--- src/rtl/cpu_pkg.sv ---
// Shared definitions for the 3-bit-opcode CPU core: opcodes, sequencer states
// and the opcode classifier used by the sequencer.
package cpu_pkg;

  localparam int unsigned OP_W    = 3;
  localparam int unsigned PHASE_W = 3;

  localparam logic [OP_W-1:0] OP_ADD = 3'b000;
  localparam logic [OP_W-1:0] OP_SUB = 3'b001;
  localparam logic [OP_W-1:0] OP_LDI = 3'b010;
  localparam logic [OP_W-1:0] OP_XOR = 3'b011;
  localparam logic [OP_W-1:0] OP_STR = 3'b100;

  typedef enum logic [PHASE_W-1:0] {
    IDLE   = 3'd0,
    FETCH  = 3'd1,
    DECODE = 3'd2,
    EXEC   = 3'd3,
    MEM    = 3'd4,
    WB     = 3'd5
  } seq_state_t;

  // ALU ops occupy the lower half of the opcode space.
  function automatic logic op_is_alu(input logic [OP_W-1:0] op);
    return (op[OP_W-1] == 1'b0);
  endfunction

endpackage

--- src/rtl/cpu_sequencer_if.sv ---
// Instruction/data memory request-acknowledge bundle between sequencer and memories.
interface cpu_sequencer_if;

  logic imem_req;
  logic imem_ack;
  logic dmem_req;
  logic dmem_we;
  logic dmem_ack;

  modport master (
    output imem_req,
    output dmem_req,
    output dmem_we,
    input  imem_ack,
    input  dmem_ack
  );

  modport slave (
    input  imem_req,
    input  dmem_req,
    input  dmem_we,
    output imem_ack,
    output dmem_ack
  );

endinterface

--- src/rtl/cpu_sequencer.sv ---
// Multi-cycle fetch/decode/execute/mem/write-back sequencer with run/halt control
// and a wrapping retired-instruction counter.
module cpu_sequencer
  import cpu_pkg::*;
#(
  parameter int unsigned CNT_W = 16
) (
  input  logic              clk,
  input  logic              rst_n,
  input  logic              run,
  input  logic              halt,
  input  logic [OP_W-1:0]   opcode,
  cpu_sequencer_if.master   mem,
  output logic              ir_load,
  output logic              pc_inc,
  output logic              alu_latch,
  output logic              rf_we,
  output logic              busy,
  output logic              instr_done,
  output logic [PHASE_W-1:0] phase,
  output logic [CNT_W-1:0]  retired
);

  seq_state_t       state_q, state_d;
  logic [CNT_W-1:0] retired_q, retired_d;
  logic             retire;

  // State and counter register.
  always_ff @(posedge clk or negedge rst_n) begin
    if (!rst_n) begin
      state_q   <= IDLE;
      retired_q <= '0;
    end else begin
      state_q   <= state_d;
      retired_q <= retired_d;
    end
  end

  // Next-state and output decode; acks only matter in their own request state.
  always_comb begin
    state_d      = state_q;
    retire       = 1'b0;
    mem.imem_req = 1'b0;
    mem.dmem_req = 1'b0;
    mem.dmem_we  = 1'b0;
    ir_load      = 1'b0;
    pc_inc       = 1'b0;
    alu_latch    = 1'b0;
    rf_we        = 1'b0;
    instr_done   = 1'b0;

    unique case (state_q)
      IDLE: begin
        if (run && !halt) state_d = FETCH;
      end
      FETCH: begin
        mem.imem_req = 1'b1;
        if (mem.imem_ack) begin
          ir_load = 1'b1;
          pc_inc  = 1'b1;
          state_d = DECODE;
        end
      end
      DECODE: state_d = EXEC;
      EXEC: begin
        alu_latch = 1'b1;
        if (op_is_alu(opcode))      state_d = WB;
        else if (opcode == OP_STR)  state_d = MEM;
        else                        retire  = 1'b1;
      end
      MEM: begin
        mem.dmem_req = 1'b1;
        mem.dmem_we  = 1'b1;
        if (mem.dmem_ack) retire = 1'b1;
      end
      WB: begin
        rf_we  = 1'b1;
        retire = 1'b1;
      end
      default: state_d = IDLE;
    endcase

    // Run/halt are only sampled at an instruction boundary.
    if (retire) begin
      instr_done = 1'b1;
      state_d    = (halt || !run) ? IDLE : FETCH;
    end

    retired_d = retire ? retired_q + CNT_W'(1) : retired_q;
  end

  assign busy    = (state_q != IDLE);
  assign phase   = PHASE_W'(state_q);
  assign retired = retired_q;

endmodule

--- src/flat_wrapper.sv ---
// flat-port wrapper written by rule: the top's interface ports become plain ports
module cpu_sequencer_flat import cpu_pkg::*;
#(
  parameter int unsigned CNT_W = 16
)
  (clk, rst_n, run, halt, opcode, ir_load, pc_inc, alu_latch, rf_we, busy, instr_done, phase, retired, mem_imem_req, mem_dmem_req, mem_dmem_we, mem_imem_ack, mem_dmem_ack);
  cpu_sequencer_if mem_i ();
  input  logic clk;
  input  logic rst_n;
  input  logic run;
  input  logic halt;
  input  logic [OP_W-1:0] opcode;
  output logic ir_load;
  output logic pc_inc;
  output logic alu_latch;
  output logic rf_we;
  output logic busy;
  output logic instr_done;
  output logic [PHASE_W-1:0] phase;
  output logic [CNT_W-1:0] retired;
  output wire logic [$bits(mem_i.imem_req)-1:0] mem_imem_req;
  output wire logic [$bits(mem_i.dmem_req)-1:0] mem_dmem_req;
  output wire logic [$bits(mem_i.dmem_we)-1:0] mem_dmem_we;
  input wire logic [$bits(mem_i.imem_ack)-1:0] mem_imem_ack;
  input wire logic [$bits(mem_i.dmem_ack)-1:0] mem_dmem_ack;
  assign mem_imem_req = mem_i.imem_req;
  assign mem_dmem_req = mem_i.dmem_req;
  assign mem_dmem_we = mem_i.dmem_we;
  assign mem_i.imem_ack = mem_imem_ack;
  assign mem_i.dmem_ack = mem_dmem_ack;
  cpu_sequencer #(.CNT_W(CNT_W)) u_core (.clk(clk), .rst_n(rst_n), .run(run), .halt(halt), .opcode(opcode), .mem(mem_i), .ir_load(ir_load), .pc_inc(pc_inc), .alu_latch(alu_latch), .rf_we(rf_we), .busy(busy), .instr_done(instr_done), .phase(phase), .retired(retired));
endmodule
--- config.mk ---
export PLATFORM = sky130hd
export DESIGN_NAME = cpu_sequencer_flat
export DESIGN_NICKNAME = d
export VERILOG_FILES = /design/src/rtl/cpu_pkg.sv /design/src/rtl/cpu_sequencer_if.sv /design/src/rtl/cpu_sequencer.sv /design/src/flat_wrapper.sv
export SDC_FILE = /design/constraint.sdc
export NUM_CORES = 1
export LEC_CHECK = 0
export BUFFER_PORTS_ARGS = -buffer_cell sky130_fd_sc_hd__buf_2
export CELL_PAD_IN_SITES_DETAIL_PLACEMENT = 1
export CELL_PAD_IN_SITES_GLOBAL_PLACEMENT = 1
export CORE_MARGIN = 1
export CORE_UTILIZATION = 33
export DETAILED_ROUTE_END_ITERATION = 7
export HOLD_SLACK_MARGIN = 0.05
export PLACE_DENSITY = 0.71
export REMOVE_ABC_BUFFERS = 1
export SETUP_SLACK_MARGIN = 0.15
export SLEW_MARGIN = 5
export SYNTH_ARGS = -nofsm -noshare
export SYNTH_HDL_FRONTEND = slang
export SYNTH_SLANG_ARGS = --single-unit
--- constraint.sdc ---
create_clock -name clk -period 1.3 [get_ports clk]
set_input_delay 0.065 -clock clk [delete_from_list [all_inputs] [get_ports clk]]
set_output_delay 0.065 -clock clk [all_outputs]
set_load 0.01 [all_outputs]
==> impl_metrics.json <==
{
  "crit_path_end_kind": "output pin",
  "preCtsSetupSlack_ns": -0.227,
  "yosysWarningCount": 0,
  "violations": "negative setup slack",
  "finalSetupViolations": 22,
  "track_usage": 0.219,
  "hpwlAfterDp_um": 2360,
  "final_layout_size_suffix_gt1_frac": 0.598,
  "critPathMaxStageDelay_ns": 0.39,
  "leakage_nw": 0.981,
  "grt_start_max_net_pins": 20,
  "fin_crit_ns": 1.48,
  "h-tree-depth": 1,
  "io_pins": 37,
  "num_vias": 1007,
  "post-route-period-util": 1.14,
  "clockRootBuffer": "clkbuf_4",
  "die_h_um": 58.2,
  "synth_cells": 96,
  "hold_viol_final": 0,
  "arrival_ns": 1.42,
  "antenna_found_initial": 0,
  "crit_type": "reg -> out",
  "clock_sinks": 19,
  "start_kind": "register",
  "fillCellCount": 334,
  "ys_async_sr_fraction": 1.00,
  "finalClockSkew_ns": 0.00646,
  "cts_inserted_buffers": 3,
  "synth_seq_cells": 19,
  "drtAntennaViolNets": 0,
  "n_antenna_cell": 0,
  "tns_ns": -2.91,
  "coreArea_um2": 3030,
  "die_area_um2": 3390,
  "clock_latency_ns": 0.29,
  "grt_overflow_total": 0,
  "die_w_um": 58.2,
  "relSlewSlack": 0.699,
  "crit_path_cell_trace": "and2b_2 > a22oi_4 > inv_2 > buf_6",
  "cap_viol_max_count": 0,
  "whs_ns": 0.158,
  "avgSynthCellArea_um2": 10.9,
  "crit_fanout": 4,
  "power_density_nw_per_um2": 1600,
  "final_cells": 208,
  "drc_errors": 0,
  "grt_pass1_vias": 1085,
  "cts.clk_slew.worst_paths_ns": 0.12,
  "cts_tree": "built",
  "dp.cells": 192,
  "grt_pass1_wl_um": 5510,
  "area_growth_pct": 66.2,
  "drv_slew": 0,
  "clockBufferDepth": 2,
  "gp_congestion": 0.708,
  "fmax_ghz": 0.675,
  "layout_setup_ws_ns": -0.182,
  "viasPerCell": 4.84,
  "synth_area_um2": 1040,
  "drt_wl_total_um": 3430,
  "hold_path_class": "in -> reg",
  "num_rows": 20,
  "status": "finished, violations left",
  "synth_top_flop_cell": "dfrtp_1",
  "yosysSeqAreaShare": 0.456,
  "slowest_stage": "dfrtp_1",
  "wl_per_cell_um": 16.5,
  "initial_utilization": 0.345,
  "rsz0062_at_grt": "yes",
  "firstDrtPassIters": 2,
  "dr.first_iter.drc_count": 16,
  "nNetsFinal": 175,
  "max_slew.worst_pin.slew_ns": 0.451,
  "vdd_drop_max_mv": 1.07,
  "port_buffers": 36,
  "synth_edf_count": 0,
  "synth_cell_types": 33,
  "crit_required_ns": 1.24
}
-- power breakdown --
part	internal, W	total [W]	switching (W)
combinational	0.000864	0.00167	0.000802
sequential	0.000696	0.000813	0.000118
clock	0.000114	0.000303	0.000188
-- cells in the final DEF, fill, tap and decap left out, drive strengths merged, types with 2 or more instances in the layout --
| cell | n |
|---|---|
| or2b | 2 |
| nand3 | 2 |
| nor3 | 6 |
| o21ai | 3 |
| nor2 | 3 |
| dlygate4sd3 | 2 |
| xnor2 | 4 |
| nand4 | 5 |
| nor4 | 5 |
| clkbuf | 3 |
| buf | 68 |
| and3 | 2 |
| nand2 | 13 |
| dfrtp | 19 |
| xor2 | 11 |
-- timing repair --
item / CTS / global route
pin swaps: 19 / 10
endpoints found under the setup margin: 27 / 28
buffers inserted: 6 / 4
resized for setup: 24 / 14
endpoints found under the hold margin: 20 / 0
hold buffers: 2 / 0
-- synthesized netlist by cell type, types with 2 or more instances --
cell     instances  area share
xnor2_1          4       0.034
or2b_1           2       0.014
dfrtp_1         19        0.46
and3_1           2       0.012
nand4_1          5       0.030
nor3_1           5       0.024
nor4_4           2       0.041
nor4_1           3       0.018
nand2_1         13       0.047
xor2_1          11       0.092
o21ai_0          3       0.014
buf_6            2       0.022
nor2_1           3       0.011
buf_4            3       0.022
-- registers in the layout (all words and copies together), names as in the netlist --
register        count
u_core.retired     16
u_core.phase        3
-- layer usage --
metal	up-vias	wire (µm)	share of wire	global-route usage
li1	468	-	-	-
met1	497	1360	0.40	0.256
met2	34	1880	0.55	0.417
met3	8	91	0.027	0.0156
met4	0	93	0.027	0.0748
met5	-	0	0	0
-- through the flow --
step / instance area [µm²] / util / total power [W]
after floorplan: 993 / - / 0.00137
after global placement: 1410 / 0.464 / 0.00196
after detailed placement: 1410 / 0.464 / 0.00203
after CTS: 1630 / 0.540 / 0.00258
after global routing: 1730 / 0.573 / 0.00296
final: 1730 / 0.573 / 0.00278
-- path summary, 6_finish.rpt --
| check | endpoint | from | slack (ns) | cells after the start |
|---|---|---|---|---|
| max in group asynchronous | u_core.retired[1]$_DFFE_PN0P_ | rst_n | 0.74 | 2 |
| setup reg to reg | u_core.retired[15]$_DFFE_PN0P_ | u_core.retired[4]$_DFFE_PN0P_ | -0.17 | 5 |
| hold reg to reg | u_core.retired[15]$_DFFE_PN0P_ | u_core.retired[15]$_DFFE_PN0P_ | 0.49 | 1 |
| hold / removal | u_core.phase[1]$_DFFE_PN0P_ | mem_imem_ack | 0.16 | 4 |
| setup / recovery | instr_done | u_core.phase[1]$_DFFE_PN0P_ | -0.18 | 4 |
| min in group asynchronous | u_core.retired[7]$_DFFE_PN0P_ | rst_n | 0.25 | 2 |
-- cell families (layout without fill, tap and decap cells) --
family	after synthesis	in the layout	share of synthesized area
muxes	1	1	0.0108
DFF	19	19	0.456
adders and majority gates	1	1	0.0120
xor gates and xnor gates	15	15	0.126
and+or+nand+nor	46	46	0.284
AOI/OAI and AO/OA	7	7	0.0600
buffers and inverters	7	75	0.0515
-- layout make-up --
type | instances | area, µm² | share of cell area
inverters | 1 | 3.75 | 0.00216
well taps | 44 | 55.1 | 0.0317
clock buffers | 3 | 22.5 | 0.0130
clock inverters | 1 | 5.00 | 0.00289
multi-input cells | 70 | 659 | 0.380
flip-flops and latches | 19 | 475 | 0.274
repair buffers | 70 | 513 | 0.296
-- worst max-delay path: cells and delay by family, from the launching register on --
kind            cells  cell delay, ns
compound gates      1            0.28
simple gates        1            0.26
buf+inv             2            0.19
flops               1            0.39
No activity file was read; power rests on OpenSTA's default activity.
